[src/rtl/br_pkg.sv]
// Branch condition encodings shared by the decoder and its users.
package br_pkg;

  localparam logic [2:0] BR_EQ  = 3'd0;
  localparam logic [2:0] BR_NE  = 3'd1;
  localparam logic [2:0] BR_LEZ = 3'd2;
  localparam logic [2:0] BR_GTZ = 3'd3;
  localparam logic [2:0] BR_LTZ = 3'd4;
  localparam logic [2:0] BR_GEZ = 3'd5;
  localparam logic [2:0] BR_LT  = 3'd6;
  localparam logic [2:0] BR_LTU = 3'd7;

endpackage

[src/rtl/br_resolve_if.sv]
// Request/result bus of the branch resolver; master drives requests, slave is the resolver.
interface br_resolve_if #(
  parameter int DATA_W = 32,
  parameter int CNT_W  = 16
);

  logic              in_valid;
  logic              in_ready;
  logic [DATA_W-1:0] rs;
  logic [DATA_W-1:0] rt;
  logic [2:0]        br_op;
  logic              pred_taken;
  logic              flush;
  logic              out_valid;
  logic              out_ready;
  logic              taken;
  logic              mispredict;
  logic [CNT_W-1:0]  br_cnt;
  logic [CNT_W-1:0]  mp_cnt;

  modport master (
    output in_valid, rs, rt, br_op, pred_taken, flush, out_ready,
    input  in_ready, out_valid, taken, mispredict, br_cnt, mp_cnt
  );

  modport slave (
    input  in_valid, rs, rt, br_op, pred_taken, flush, out_ready,
    output in_ready, out_valid, taken, mispredict, br_cnt, mp_cnt
  );

endinterface

[src/rtl/br_cond.sv]
// Combinational branch condition evaluation over two DATA_W-bit operands.
module br_cond
  import br_pkg::*;
#(
  parameter int DATA_W = 32
) (
  input  logic [DATA_W-1:0] rs,
  input  logic [DATA_W-1:0] rt,
  input  logic [2:0]        br_op,
  output logic              cond
);

  logic w_rs_neg;
  logic w_rs_zero;
  logic w_lt_u;
  logic w_lt_s;

  assign w_rs_neg  = rs[DATA_W-1];
  assign w_rs_zero = (rs == {DATA_W{1'b0}});
  assign w_lt_u    = (rs < rt);
  // Differing signs decide the signed order directly; equal signs fall back to the unsigned compare.
  assign w_lt_s    = (rs[DATA_W-1] != rt[DATA_W-1]) ? rs[DATA_W-1] : w_lt_u;

  // Select the condition for the requested branch op.
  always_comb begin
    cond = 1'b0;
    case (br_op)
      BR_EQ:   cond = (rs == rt);
      BR_NE:   cond = (rs != rt);
      BR_LEZ:  cond = w_rs_neg | w_rs_zero;
      BR_GTZ:  cond = ~w_rs_neg & ~w_rs_zero;
      BR_LTZ:  cond = w_rs_neg;
      BR_GEZ:  cond = ~w_rs_neg;
      BR_LT:   cond = w_lt_s;
      BR_LTU:  cond = w_lt_u;
      default: cond = 1'b0;
    endcase
  end

endmodule

[src/rtl/br_resolve.sv]
// Branch resolver: one-deep result register with valid/ready handshake,
// flush, and saturating branch/mispredict statistics.
module br_resolve #(
  parameter int DATA_W = 32,
  parameter int CNT_W  = 16
) (
  input  logic           clk,
  input  logic           resetn,
  br_resolve_if.slave    bus
);

  localparam logic [CNT_W-1:0] CNT_MAX = {CNT_W{1'b1}};
  localparam logic [CNT_W-1:0] CNT_ONE = {{(CNT_W-1){1'b0}}, 1'b1};

  logic             w_cond;
  logic             w_in_ready;
  logic             w_accept;
  logic             w_consume;
  logic             r_out_valid;
  logic             r_taken;
  logic             r_mispredict;
  logic [CNT_W-1:0] r_br_cnt;
  logic [CNT_W-1:0] r_mp_cnt;

  br_cond #(
    .DATA_W (DATA_W)
  ) u_cond (
    .rs    (bus.rs),
    .rt    (bus.rt),
    .br_op (bus.br_op),
    .cond  (w_cond)
  );

  assign w_in_ready = ~r_out_valid | bus.out_ready;
  assign w_accept   = bus.in_valid & w_in_ready;
  assign w_consume  = r_out_valid & bus.out_ready;

  // Result register and statistics; flush drops both the held result and any new request.
  always_ff @(posedge clk or negedge resetn) begin
    if (!resetn) begin
      r_out_valid  <= 1'b0;
      r_taken      <= 1'b0;
      r_mispredict <= 1'b0;
      r_br_cnt     <= {CNT_W{1'b0}};
      r_mp_cnt     <= {CNT_W{1'b0}};
    end else if (bus.flush) begin
      r_out_valid <= 1'b0;
    end else begin
      if (w_accept) begin
        r_out_valid  <= 1'b1;
        r_taken      <= w_cond;
        r_mispredict <= w_cond ^ bus.pred_taken;
      end else if (w_consume) begin
        r_out_valid <= 1'b0;
      end
      if (w_consume && (r_br_cnt != CNT_MAX)) begin
        r_br_cnt <= r_br_cnt + CNT_ONE;
      end
      if (w_consume && r_mispredict && (r_mp_cnt != CNT_MAX)) begin
        r_mp_cnt <= r_mp_cnt + CNT_ONE;
      end
    end
  end

  assign bus.in_ready   = w_in_ready;
  assign bus.out_valid  = r_out_valid;
  assign bus.taken      = r_taken;
  assign bus.mispredict = r_mispredict;
  assign bus.br_cnt     = r_br_cnt;
  assign bus.mp_cnt     = r_mp_cnt;

endmodule

[src/flat_wrapper.sv]
// flat-port wrapper written by rule: the top's interface ports become plain ports
module br_resolve_flat 
#(
  parameter int DATA_W = 32,
  parameter int CNT_W  = 16
)
  (clk, resetn, bus_in_valid, bus_rs, bus_rt, bus_br_op, bus_pred_taken, bus_flush, bus_out_ready, bus_in_ready, bus_out_valid, bus_taken, bus_mispredict, bus_br_cnt, bus_mp_cnt);
  br_resolve_if #(.DATA_W(DATA_W), .CNT_W(CNT_W)) bus_i ();
  input  logic clk;
  input  logic resetn;
  input wire logic [$bits(bus_i.in_valid)-1:0] bus_in_valid;
  input wire logic [$bits(bus_i.rs)-1:0] bus_rs;
  input wire logic [$bits(bus_i.rt)-1:0] bus_rt;
  input wire logic [$bits(bus_i.br_op)-1:0] bus_br_op;
  input wire logic [$bits(bus_i.pred_taken)-1:0] bus_pred_taken;
  input wire logic [$bits(bus_i.flush)-1:0] bus_flush;
  input wire logic [$bits(bus_i.out_ready)-1:0] bus_out_ready;
  output wire logic [$bits(bus_i.in_ready)-1:0] bus_in_ready;
  output wire logic [$bits(bus_i.out_valid)-1:0] bus_out_valid;
  output wire logic [$bits(bus_i.taken)-1:0] bus_taken;
  output wire logic [$bits(bus_i.mispredict)-1:0] bus_mispredict;
  output wire logic [$bits(bus_i.br_cnt)-1:0] bus_br_cnt;
  output wire logic [$bits(bus_i.mp_cnt)-1:0] bus_mp_cnt;
  assign bus_i.in_valid = bus_in_valid;
  assign bus_i.rs = bus_rs;
  assign bus_i.rt = bus_rt;
  assign bus_i.br_op = bus_br_op;
  assign bus_i.pred_taken = bus_pred_taken;
  assign bus_i.flush = bus_flush;
  assign bus_i.out_ready = bus_out_ready;
  assign bus_in_ready = bus_i.in_ready;
  assign bus_out_valid = bus_i.out_valid;
  assign bus_taken = bus_i.taken;
  assign bus_mispredict = bus_i.mispredict;
  assign bus_br_cnt = bus_i.br_cnt;
  assign bus_mp_cnt = bus_i.mp_cnt;
  br_resolve #(.DATA_W(DATA_W), .CNT_W(CNT_W)) u_core (.clk(clk), .resetn(resetn), .bus(bus_i));
endmodule
[config.mk]
export PLATFORM = sky130hd
export DESIGN_NAME = br_resolve_flat
export DESIGN_NICKNAME = d
export VERILOG_FILES = /design/src/rtl/br_pkg.sv /design/src/rtl/br_resolve_if.sv /design/src/rtl/br_cond.sv /design/src/rtl/br_resolve.sv /design/src/flat_wrapper.sv
export SDC_FILE = /design/constraint.sdc
export NUM_CORES = 1
export LEC_CHECK = 0
export ABC_AREA = 0
export CAP_MARGIN = 25
export CORE_ASPECT_RATIO = 1.25
export CORE_MARGIN = 2
export CORE_UTILIZATION = 48
export CTS_BUF_LIST = sky130_fd_sc_hd__clkbuf_8
export CTS_CLUSTER_SIZE = 40
export DETAILED_ROUTE_END_ITERATION = 12
export PLACE_DENSITY = 0.95
export SYNTH_ARGS = -nofsm -noshare
export SYNTH_HDL_FRONTEND = slang
export SYNTH_SLANG_ARGS = --single-unit
[constraint.sdc]
create_clock -name clk -period 5.41 [get_ports clk]
set_input_delay 0.8115 -clock clk [delete_from_list [all_inputs] [get_ports clk]]
set_output_delay 0.8115 -clock clk [all_outputs]
set_load 0.03 [all_outputs]
Word level (Yosys, flattened, before mapping)
Cells that the tools add are included.

Register bits after elaboration: 35. Logic and storage cells: 44. Input port bits: 73. Output and inout port bits: 36.

Multiplexer cells: 5. Reductions and logical operators: 9. Bitwise logic cells: 10. Add/subtract/negate cells: 2. Magnitude comparators: 1. Equal/unequal tests: 12.

Operator list (count): $add 16x1->16 const B (2); $eq 32x32->1 (1); $logic_not 32->1 (1); $lt 32x32->1 (1); $ne 16x16->1 const B (2); $ne 32x32->1 (1); $eq 3x3->1 const B (4); $pmux 1 s8 (1); $eq 3x2->1 const B (2); $reduce_and 2->1 (3); $mux 1 (4); $not 1->1 (4); $and 1x1->1 (3); $eq 3x1->1 const B (1); $logic_and 1x1->1 (3); $logic_not 3->1 (1); $reduce_bool 3->1 (1); $or 1x1->1 (2); $ne 1x1->1 (1); $xor 1x1->1 (1).

Longest topological paths before layout
Gate-level depths: netlist (run 1).

Word-level depth: 5. Depth in mapped cells: 9. Gate-level depth less buffers: 9.

Modules after synthesis
A second synthesis (run 1) with hierarchy kept.

Cell total of the unflattened synthesis: 287. Area, all modules: 2756.4 um2.

Modules (own cells, without submodules): br_resolve (instances 1, cells each 152, area an instance 1793.0 um2, sequential area each 875.8 um2); br_cond (instances 1, cells each 135, area an instance 963.4 um2, sequential area each 0.0 um2).

Worst setup path before layout (run 1)
Ideal clock, no wire load.

Path kind: input to register. Start: in bus_rt[7]. End: reg u_core.r_mispredict, in the netlist u_core.bus.mispredict. Data required time: 5341 ps. Data arrival time: 2635 ps. Setup slack: 2706 ps. Buffers on the path: 0. Stages: 9. Path through: inv_1 ha_1 a21oi_1 o21ai_0 a221o_1 a211o_1 a22o_1 or4_1 nand3_1.

Word-level cells in the longest chain between the ends: 4.

RTL lines: start: declaration (line flat_wrapper.sv:13) `input wire logic [$bits(bus_i.rt)-1:0] bus_rt;`; $lt 32x32->1 (line br_cond.sv:20) `assign w_lt_u = (rs < rt);`; $mux 1 (line br_cond.sv:22) `assign w_lt_s = (rs[DATA_W-1] != rt[DATA_W-1]) ? rs[DATA_W-1] : w_lt_u;`; $pmux 1 s8 * (line br_cond.sv:27) `case (br_op)`; $xor 1x1->1 * (line br_resolve.sv:52) `r_mispredict <= w_cond ^ bus.pred_taken;`; end signal: assignment (line br_resolve.sv:52); end: declaration (line br_resolve.sv:21) `logic r_mispredict;`.

Mark *: on every way between the ends. The rest lies on a longest branch, timed or not. A chain may end at the register's enable or synchronous reset.

Worst setup path after layout (run 1)
Ends and elaborated chain as after synthesis.

==> metrics.md, run 1 <==
| Metric | Value |
|---|---|
| Status | complete, no violations |
| Crit path kind | input pin to flip-flop |
| Post-Synth XOR/XNOR Area | between 10% and 20% |
| CP startpoint kind | input pin |
| Vias in the first global route | between 2,000 and 3,000 |
| CTS sink cnt | 35 |
| Remaining DRCs | 0 |
| Sum of buffers and inverters on the critical path | 2 |
| IO Port Bufs | ~110 |
| Most frequent cells in the layout | clkdlybuf4s50_1 (108), inv_1 (40), dfrtp_1 (35) |
| Rows | 29 |
| Antenna Violating Nets Remaining | 0 |
| Total of max-cap violations | 0 |
| Number of gates resized after cts | 0 |
| Synth Area in Compound Gates | between 9 and 10% |
| Setup TNS | 0 ns |
| CTS tree | built |
| CP peak stage delay | 0.46 ns |
| H-Tree Depth | 2 |
| Post-synthesis adder-cell area fraction | between 10% and 20% |
| Layout area overhead | 48.8% |
| Crit-path max FO | 3 |
| Pwr per Cell Area | 209 nW/um^2 |
| All-Layer GR Usage | a little under a quarter |
| Inst Count DP | approximately 450 |
| Initial Utilization | 50.1% |
| Final Max Tran Viols | 0 |
| Via/cell ratio | about 5.4 |
| Worst hold slack | around 0.48 ns |
| Slew headroom | 71.0% |
| Area occupied by multi-input gates | ~1500 um^2 |
| Mapped Nets | between 300 and 400 |
| Avg Synthesized Cell Area | slightly above 9 um^2 |
| Clk_skew | just over 0.005 ns |
| Postcts setup bufs | 0 |
| Leak | about 1.7 nW |
| Die W | ~69 um |
| Area contributors post-synth | dfrtp_1 (34%), ha_1 (17%), xnor2_1 (7.2%) |
| Multiplexer share of the synthesized area | between 1 and 1.5% |
| VDD IR-drop max | roughly 190 uV |
| Starting DRT DRC Count | 63 |
| Ys Warns | 0 |
| Fillers | about 380 |
| Setup violations, final | 0 |
| CTS hold repair buffers | 0 |
| DR pass1 iterations | 4 |
| Largest net degree at the start of global routing | 36 |
| Final Cycle Share | 56.9% |
| Worst Path Required | 5.63 ns |
| Clock Latency Late Sink | 0.28 ns |
| Core ar. | around 5100 um^2 |
| Mapped Cells | between 200 and 300 |
| Final #Nets | ~500 |
| Initial antenna violation count | 0 |
| Routed len/inst | approximately 15 um |
| Clk buf depth | 2 |
| Die height | between 80 and 90 um |
| Post-synthesis instance area | 2540 um^2 |
| Slowest cell on crit path | clkdlybuf4s50_1 |
| CP Data Arrival Time | ~3.3 ns |
| Number of synthesized register bits | 35 |
| Most common cell after layout, fill and taps aside | clkdlybuf4s50_1 |
| Total gr overflow | 0 |
| Critical-path cell list | clkdlybuf4s50_1 -> inv_1 -> ha_1 -> a21oi_1 -> o21ai_0 -> a221o_1 -> a211o_1 -> a22o_1 -> or4_1 -> nand3_1 |
| FF+latch area | about 900 um^2 |
| CP endpoint kind | flip-flop |
| Distinct cells, synth | 41 |
| Minimum clock period | 3.08 ns |
| CP top delay family | compound AO/OA/AOI/OAI gates |
| Top cell type's share of synthesized area | roughly 34% |
| GP Congestion | 0.874 |
| Clock root buffer | clkbuf_8 |
| Total Wirelength | 6680 um |
| Final Hold Viols | 0 |
| CTS Buf Count | 5 |
| Number of diodes | 0 |
| Cell taking the most area after synthesis | dfrtp_1 |
| Ys async rst share | between 90% and 100% |
| Post-Layout Cell Count | between 400 and 500 |
| Post-synthesis simple-gate area fraction | about a fifth |
| RSZ-0062 raised after global routing | no |
| DP HPWL | approximately 5700 um |
| Post-synthesis sequential area ratio | between 30% and 40% |
| Main combinational cell family by area after synthesis | simple AND/OR/NAND/NOR gates |
| Vias | 2,463 |
| Design Area, Final | ~3800 um^2 |
| Clock transition at the registers of the reported paths | roughly 0.070 ns |
| Total chip power | roughly 790 uW |
| Ratio of cells with drive above 1 in the final layout | 5.90% |
| EDFF count, synth | 0 |
| Worst-Margin Slew | around 0.43 ns |
| IO Pins | 109 |
| Fmax | approximately 0.32 GHz |
| Hold WC Path Type | flip-flop to flip-flop |
| Post-DP Area | between 3000 and 4000 um^2 |
| Dominant synthesized flop cell | dfrtp_1 |
| First-pass GRT wire length | 11,100 um |
| Die area | a little under 6000 um^2 |
==> metrics by stage <==
stage          utilization [%]  setup slack [ns]
6_report                  74.5              2.33
5_1_grt                   74.5              2.19
4_1_cts                   74.5              2.34
2_1_floorplan                -              2.71
3_3_place_gp              72.8              2.13
3_5_place_dp              72.8              2.05
==> cells in the mapped netlist (2+ instances only) <==
| library cell | n |
|---|---|
| inv_1 | 40 |
| dfrtp_1 | 35 |
| ha_1 | 34 |
| nand2_1 | 25 |
| xnor2_1 | 21 |
| nand4_1 | 19 |
| a21oi_1 | 18 |
| nand3_1 | 10 |
| nor4_1 | 9 |
| xor2_1 | 9 |
| nor2_1 | 8 |
| o21ai_0 | 7 |
| mux2_2 | 3 |
| nor2_2 | 3 |
| nor3_1 | 3 |
| and2_1 | 2 |
| and4_1 | 2 |
| and4_4 | 2 |
| nand3b_1 | 2 |
| o21bai_1 | 2 |
==> final timing paths <==
| path | startpoint | depth (start not counted) | endpoint | slack, ns |
|---|---|---|---|---|
| hold reg to reg | u_core.bus.taken | 2 | u_core.bus.taken | 0.48 |
| min in group asynchronous | resetn | 2 | u_core.bus.br_cnt[9] | 0.95 |
| setup reg to reg | u_core.bus.mp_cnt[6] | 7 | u_core.bus.mp_cnt[9] | 3.09 |
| setup / recovery | bus_rt[7] | 10 | u_core.bus.mispredict | 2.33 |
| hold / removal | u_core.bus.taken | 2 | u_core.bus.taken | 0.48 |
| max in group asynchronous | resetn | 2 | u_core.bus.mp_cnt[5] | 4.15 |
==> worst min-delay path: cells and delay by family (launching register included) <==
family           cells  cell delay, ns
flip-flops           1            0.35
AO/OA/AOI/OAI        1            0.05
AND/OR/NAND/NOR      1            0.05
==> routing by layer <==
metal	vias up	share of wire [%]	GRT usage (%)
li1	1206	-	-
met1	1162	39	25.2
met2	79	54	45.0
met3	16	4.4	4.04
met4	0	2.7	9.45
met5	-	0	0
==> power breakdown <==
| group | internal [mW] | switching (mW) |
|---|---|---|
| combinational | 0.141 | 0.137 |
| sequential | 0.288 | 0.0339 |
| clock | 0.0998 | 0.0898 |
==> kinds of logic after synthesis <==
family          count (synthesis)
fa+ha+maj                      34
buf+inv                        41
compound gates                 37
xor+xnor                       30
simple gates                   95
flops                          35
mux                             3
==> registers in the layout, indices dropped and copies added, names as in the netlist <==
signal	flops
u_core.bus.mp_cnt	16
u_core.bus.br_cnt	16
u_core.bus.mispredict	1
u_core.bus.taken	1
u_core.bus.out_valid	1
==> area by class of cell <==
| type | instances | area share (%) |
|---|---|---|
| multi-input cells | 199 | 39.8 |
| repair buffers | 109 | 28.8 |
| flip-flops and latches | 35 | 23.1 |
| inverters | 40 | 3.97 |
| clock buffers | 6 | 2.18 |
| well taps | 62 | 2.05 |
| clock inverters | 1 | 0.132 |
(Power assumes the default switching activity.)
==> run 2, diff against run 1 <==
--- a/config.mk
+++ b/config.mk
@@ -9,11 +9,11 @@
 export CAP_MARGIN = 25
 export CORE_ASPECT_RATIO = 1.25
 export CORE_MARGIN = 2
-export CORE_UTILIZATION = 48
+export CORE_UTILIZATION = 40
 export CTS_BUF_LIST = sky130_fd_sc_hd__clkbuf_8
 export CTS_CLUSTER_SIZE = 40
 export DETAILED_ROUTE_END_ITERATION = 12
-export PLACE_DENSITY = 0.95
+export PLACE_DENSITY = 0.85
 export SYNTH_ARGS = -nofsm -noshare
 export SYNTH_HDL_FRONTEND = slang
 export SYNTH_SLANG_ARGS = --single-unit
==> constraint.sdc (replaced) <==
create_clock -name clk -period 2.8 [get_ports clk]
set_input_delay 0.42 -clock clk [delete_from_list [all_inputs] [get_ports clk]]
set_output_delay 0.42 -clock clk [all_outputs]
set_load 0.03 [all_outputs]
==> run 2 against run 1 <==
Effect of this change:
- wire length is 0.28% lower
- clock power grew to 2.8 times the previous value
- global-route usage shrank 3.6 points
- via count about the same
- register-to-register slack got worse by 2.6 ns
- sequential power rose by 94%
- power increased by 120%
- critical path depth stayed put
- flip-flop and latch count unchanged
- non-clock buffer count is 11 higher
- final cell count grew 7.7%
- clock skew grew 0.0021 ns
- largest cell class unchanged
==> metrics.md, run 2 (synthesis gave the netlist of run 1 again) <==
| Metric | Value |
|---|---|
| Core ar. | 6170 um^2 (+21%) |
| Final #Nets | 508 (+2.2%) |
| Clk pwr share | 31.3% (+7.3 points) |
| Rows | 32 (+10%) |
| Reg-to-Reg Start | u_core.bus.mp_cnt[0] |
| Reg2Reg Setup Slack | 0.53 ns (-2.56 ns) |
| IO Port Bufs | 108 (unchanged) |
| DR pass1 iterations | 4 (unchanged) |
| Die W | 75.3 um (+9.0%) |
| Worst-Margin Slew | 0.430 ns (-0.00454 ns) |
| Hold WC Path Type | flip-flop to flip-flop |
| CTS sink cnt | 35 (unchanged) |
| Clk_skew | 0.00723 ns (+0.00207 ns) |
| Clk buf depth | 2 (unchanged) |
| Largest net degree at the start of global routing | 36 (unchanged) |
| Path depth of the worst reg2reg path | 8 (+1) |
| Final Cycle Share | approximately 93% |
| Worst hold slack | 0.506 ns (+0.0240 ns) |
| Layout area overhead | 55.2% |
| WHS Path Cells | 1 (-1) |
| Vias | 2,462 (-0.041%) |
| H-Tree Depth | 2 (unchanged) |
| First-pass GRT wire length | 11,000 um (-1.4%) |
| Clock transition at the registers of the reported paths | 0.07 ns (about the same) |
| Number of gates resized after cts | 0 (unchanged) |
| Vias in the first global route | 2,567 (+2.0%) |
| Setup violations, final | 0 (unchanged) |
| Total of max-cap violations | 0 (unchanged) |
| Total gr overflow | 0 (unchanged) |
| Ratio of cells with drive above 1 in the final layout | 8.71% (+2.8 points) |
| Clock Latency Late Sink | 0.29 ns (about the same) |
| Die area | 7020 um^2 (+19%) |
| Via/cell ratio | 5.06 (-7.2%) |
| Starting DRT DRC Count | 90 (+43%) |
| GP Congestion | 0.847 (-3.2%) |
| Fin util | 64.0% (-11 points) |
| Slew headroom | 71.3% (+0.30 points) |
| CTS hold repair buffers | 0 (unchanged) |
| IO Pins | 109 (unchanged) |
| Design Area, Final | 3950 um^2 (+4.3%) |
| Number of diodes | 0 (unchanged) |
| Final Hold Viols | 0 (unchanged) |
| Most frequent cells in the layout | clkdlybuf4s50_1 (108), inv_1 (40), dfrtp_1 (35) |
| DP HPWL | 5580 um (-2.2%) |
| GR Layer Usage met1 | 20.0% (-5.2 points) |
| Die height | 93.2 um (+9.1%) |
| Postcts setup bufs | 0 (unchanged) |
| Sequential share of power | 36.2% (-4.6 points) |
| Int Power | 1.20 mW (+130%) |
| Setup TNS | 0 ns (unchanged) |
| Switching power of the nets | 525 uW (+100%) |
| RSZ-0062 raised after global routing | no |
| VDD IR-drop max | 264 uV (+36%) |
| Initial Utilization | 41.3% (-8.8 points) |
| Fmax | 0.384 GHz |
| Combinational share of power | 32.4% (-2.8 points) |
| Routed len/inst | 13.7 um (-7.5%) |
| Post-DP Area | 3810 um^2 (+3.0%) |
| Worst Path Required | 3.02 ns (-2.61 ns) |
| CP endpoint kind | flip-flop |
| Sw frac | 30.5% (-2.5 points) |
| GR Util met2 | 38.0% (-7.0 points) |
| Leak | 1.79 nW (+4.0%) |
| CP Data Arrival Time | 2.83 ns (-0.47 ns) |
| Minimum clock period | 2.61 ns |
| Clock root buffer | clkbuf_8 |
| Remaining DRCs | 0 (unchanged) |
| Hold Path Sink | u_core.bus.br_cnt[5] |
| Final Max Tran Viols | 0 (unchanged) |
| Inst Count DP | 479 (+7.6%) |
| Most common cell after layout, fill and taps aside | clkdlybuf4s50_1 |
| Crit path kind | input pin to flip-flop |
| Post-Layout Cell Count | 487 (+7.7%) |
| R2R Path End | u_core.bus.mp_cnt[8] |
| Hold Path Origin | u_core.bus.br_cnt[5] |
| Antenna Violating Nets Remaining | 0 (unchanged) |
| Fillers | 515 (+34%) |
| CP startpoint kind | input pin |
| Total Wirelength | 6660 um (-0.28%) |
| Status | complete, no violations |
| Crit-path max FO | 3 (unchanged) |
| CTS Buf Count | 5 (unchanged) |
| Initial antenna violation count | 0 (unchanged) |
| Met3 usage | 4.42% (+0.38 points) |
| CTS tree | built |
| Slowest cell on crit path | clkdlybuf4s50_1 |
| All-Layer GR Usage | 19.9% (-3.6 points) |
| Critical-path cell list | clkdlybuf4s50_1 -> inv_1 -> ha_1 -> a21oi_1 -> o21ai_0 -> a221o_1 -> a211o_1 -> a22o_1 -> or4_1 -> nand3_1 |
| Busiest grt layer | met2 |
| CP peak stage delay | 0.46 ns (about the same) |
| Pwr per Cell Area | 437 nW/um^2 (+110%) |
==> run 2: changes by cell type in the layout (fill, tap and decap cells not counted), sizes merged <==
cell,change
buf,+11
bufinv,+2
clkbuf,-1
clkinv,-1
clkinvlp,+1
==> run 2: area by class of cell <==
| class | instances | area [um^2] | area share [%] |
|---|---|---|---|
| Inverter | 40 | 150 | 3.80 |
| Tap cell | 85 | 106 | 2.69 |
| Clock inverter | 3 | 67.6 | 1.71 |
| Timing Repair Buffer | 120 | 1170 | 29.7 |
| Clock buffer | 5 | 68.8 | 1.74 |
| Multi-Input combinational cell | 199 | 1510 | 38.2 |
| Sequential cell | 35 | 876 | 22.2 |
==> run 2: power by group through the flow <==
stage | Clock (mW) | Sequential, mW | Combinational [mW]
detailed placement | 0 | 0.633 | 0.559
global placement | 0 | 0.627 | 0.538
global route | 0.567 | 0.631 | 0.612
CTS | 0.551 | 0.623 | 0.563
floorplan | 0 | 0.721 | 0.163
finish | 0.540 | 0.624 | 0.559
==> run 2: critical path, delay by kind of cell <==
family,cells,cell delay (ns)
AOI/OAI and AO/OA,5,1.03
adders and majority gates,1,0.31
buffers and inverters,2,0.50
and+or+nand+nor,2,0.55
==> run 2: per-layer routing <==
layer  vias up  share of wire [%]
met5         -                  0
met4         0                2.2
met3        15                5.4
met2        86                 55
met1      1141                 37
li1       1220                  -
==> run 2: through the flow <==
stage | worst slack, ns | total power, mW
3_3_place_gp | -0.0683 | 1.16
5_1_grt | 0.0264 | 1.81
3_5_place_dp | -0.138 | 1.19
6_report | 0.193 | 1.72
2_1_floorplan | 0.487 | 0.884
4_1_cts | 0.155 | 1.74
==> run 2: how the worst max path moves through the flow <==
stage,end,start,slack [ns],cells after the start
after floorplan,u_core.bus.mispredict,bus_rt[7],0.49,9
after global placement,u_core.bus.mispredict,bus_rt[19],-0.07,10
after detailed placement,u_core.bus.mispredict,bus_rt[17],-0.14,10
after CTS,u_core.bus.mispredict,bus_rt[17],0.16,10
after global routing,u_core.bus.mispredict,bus_rt[29],0.03,10
final,u_core.bus.mispredict,bus_rt[7],0.19,10
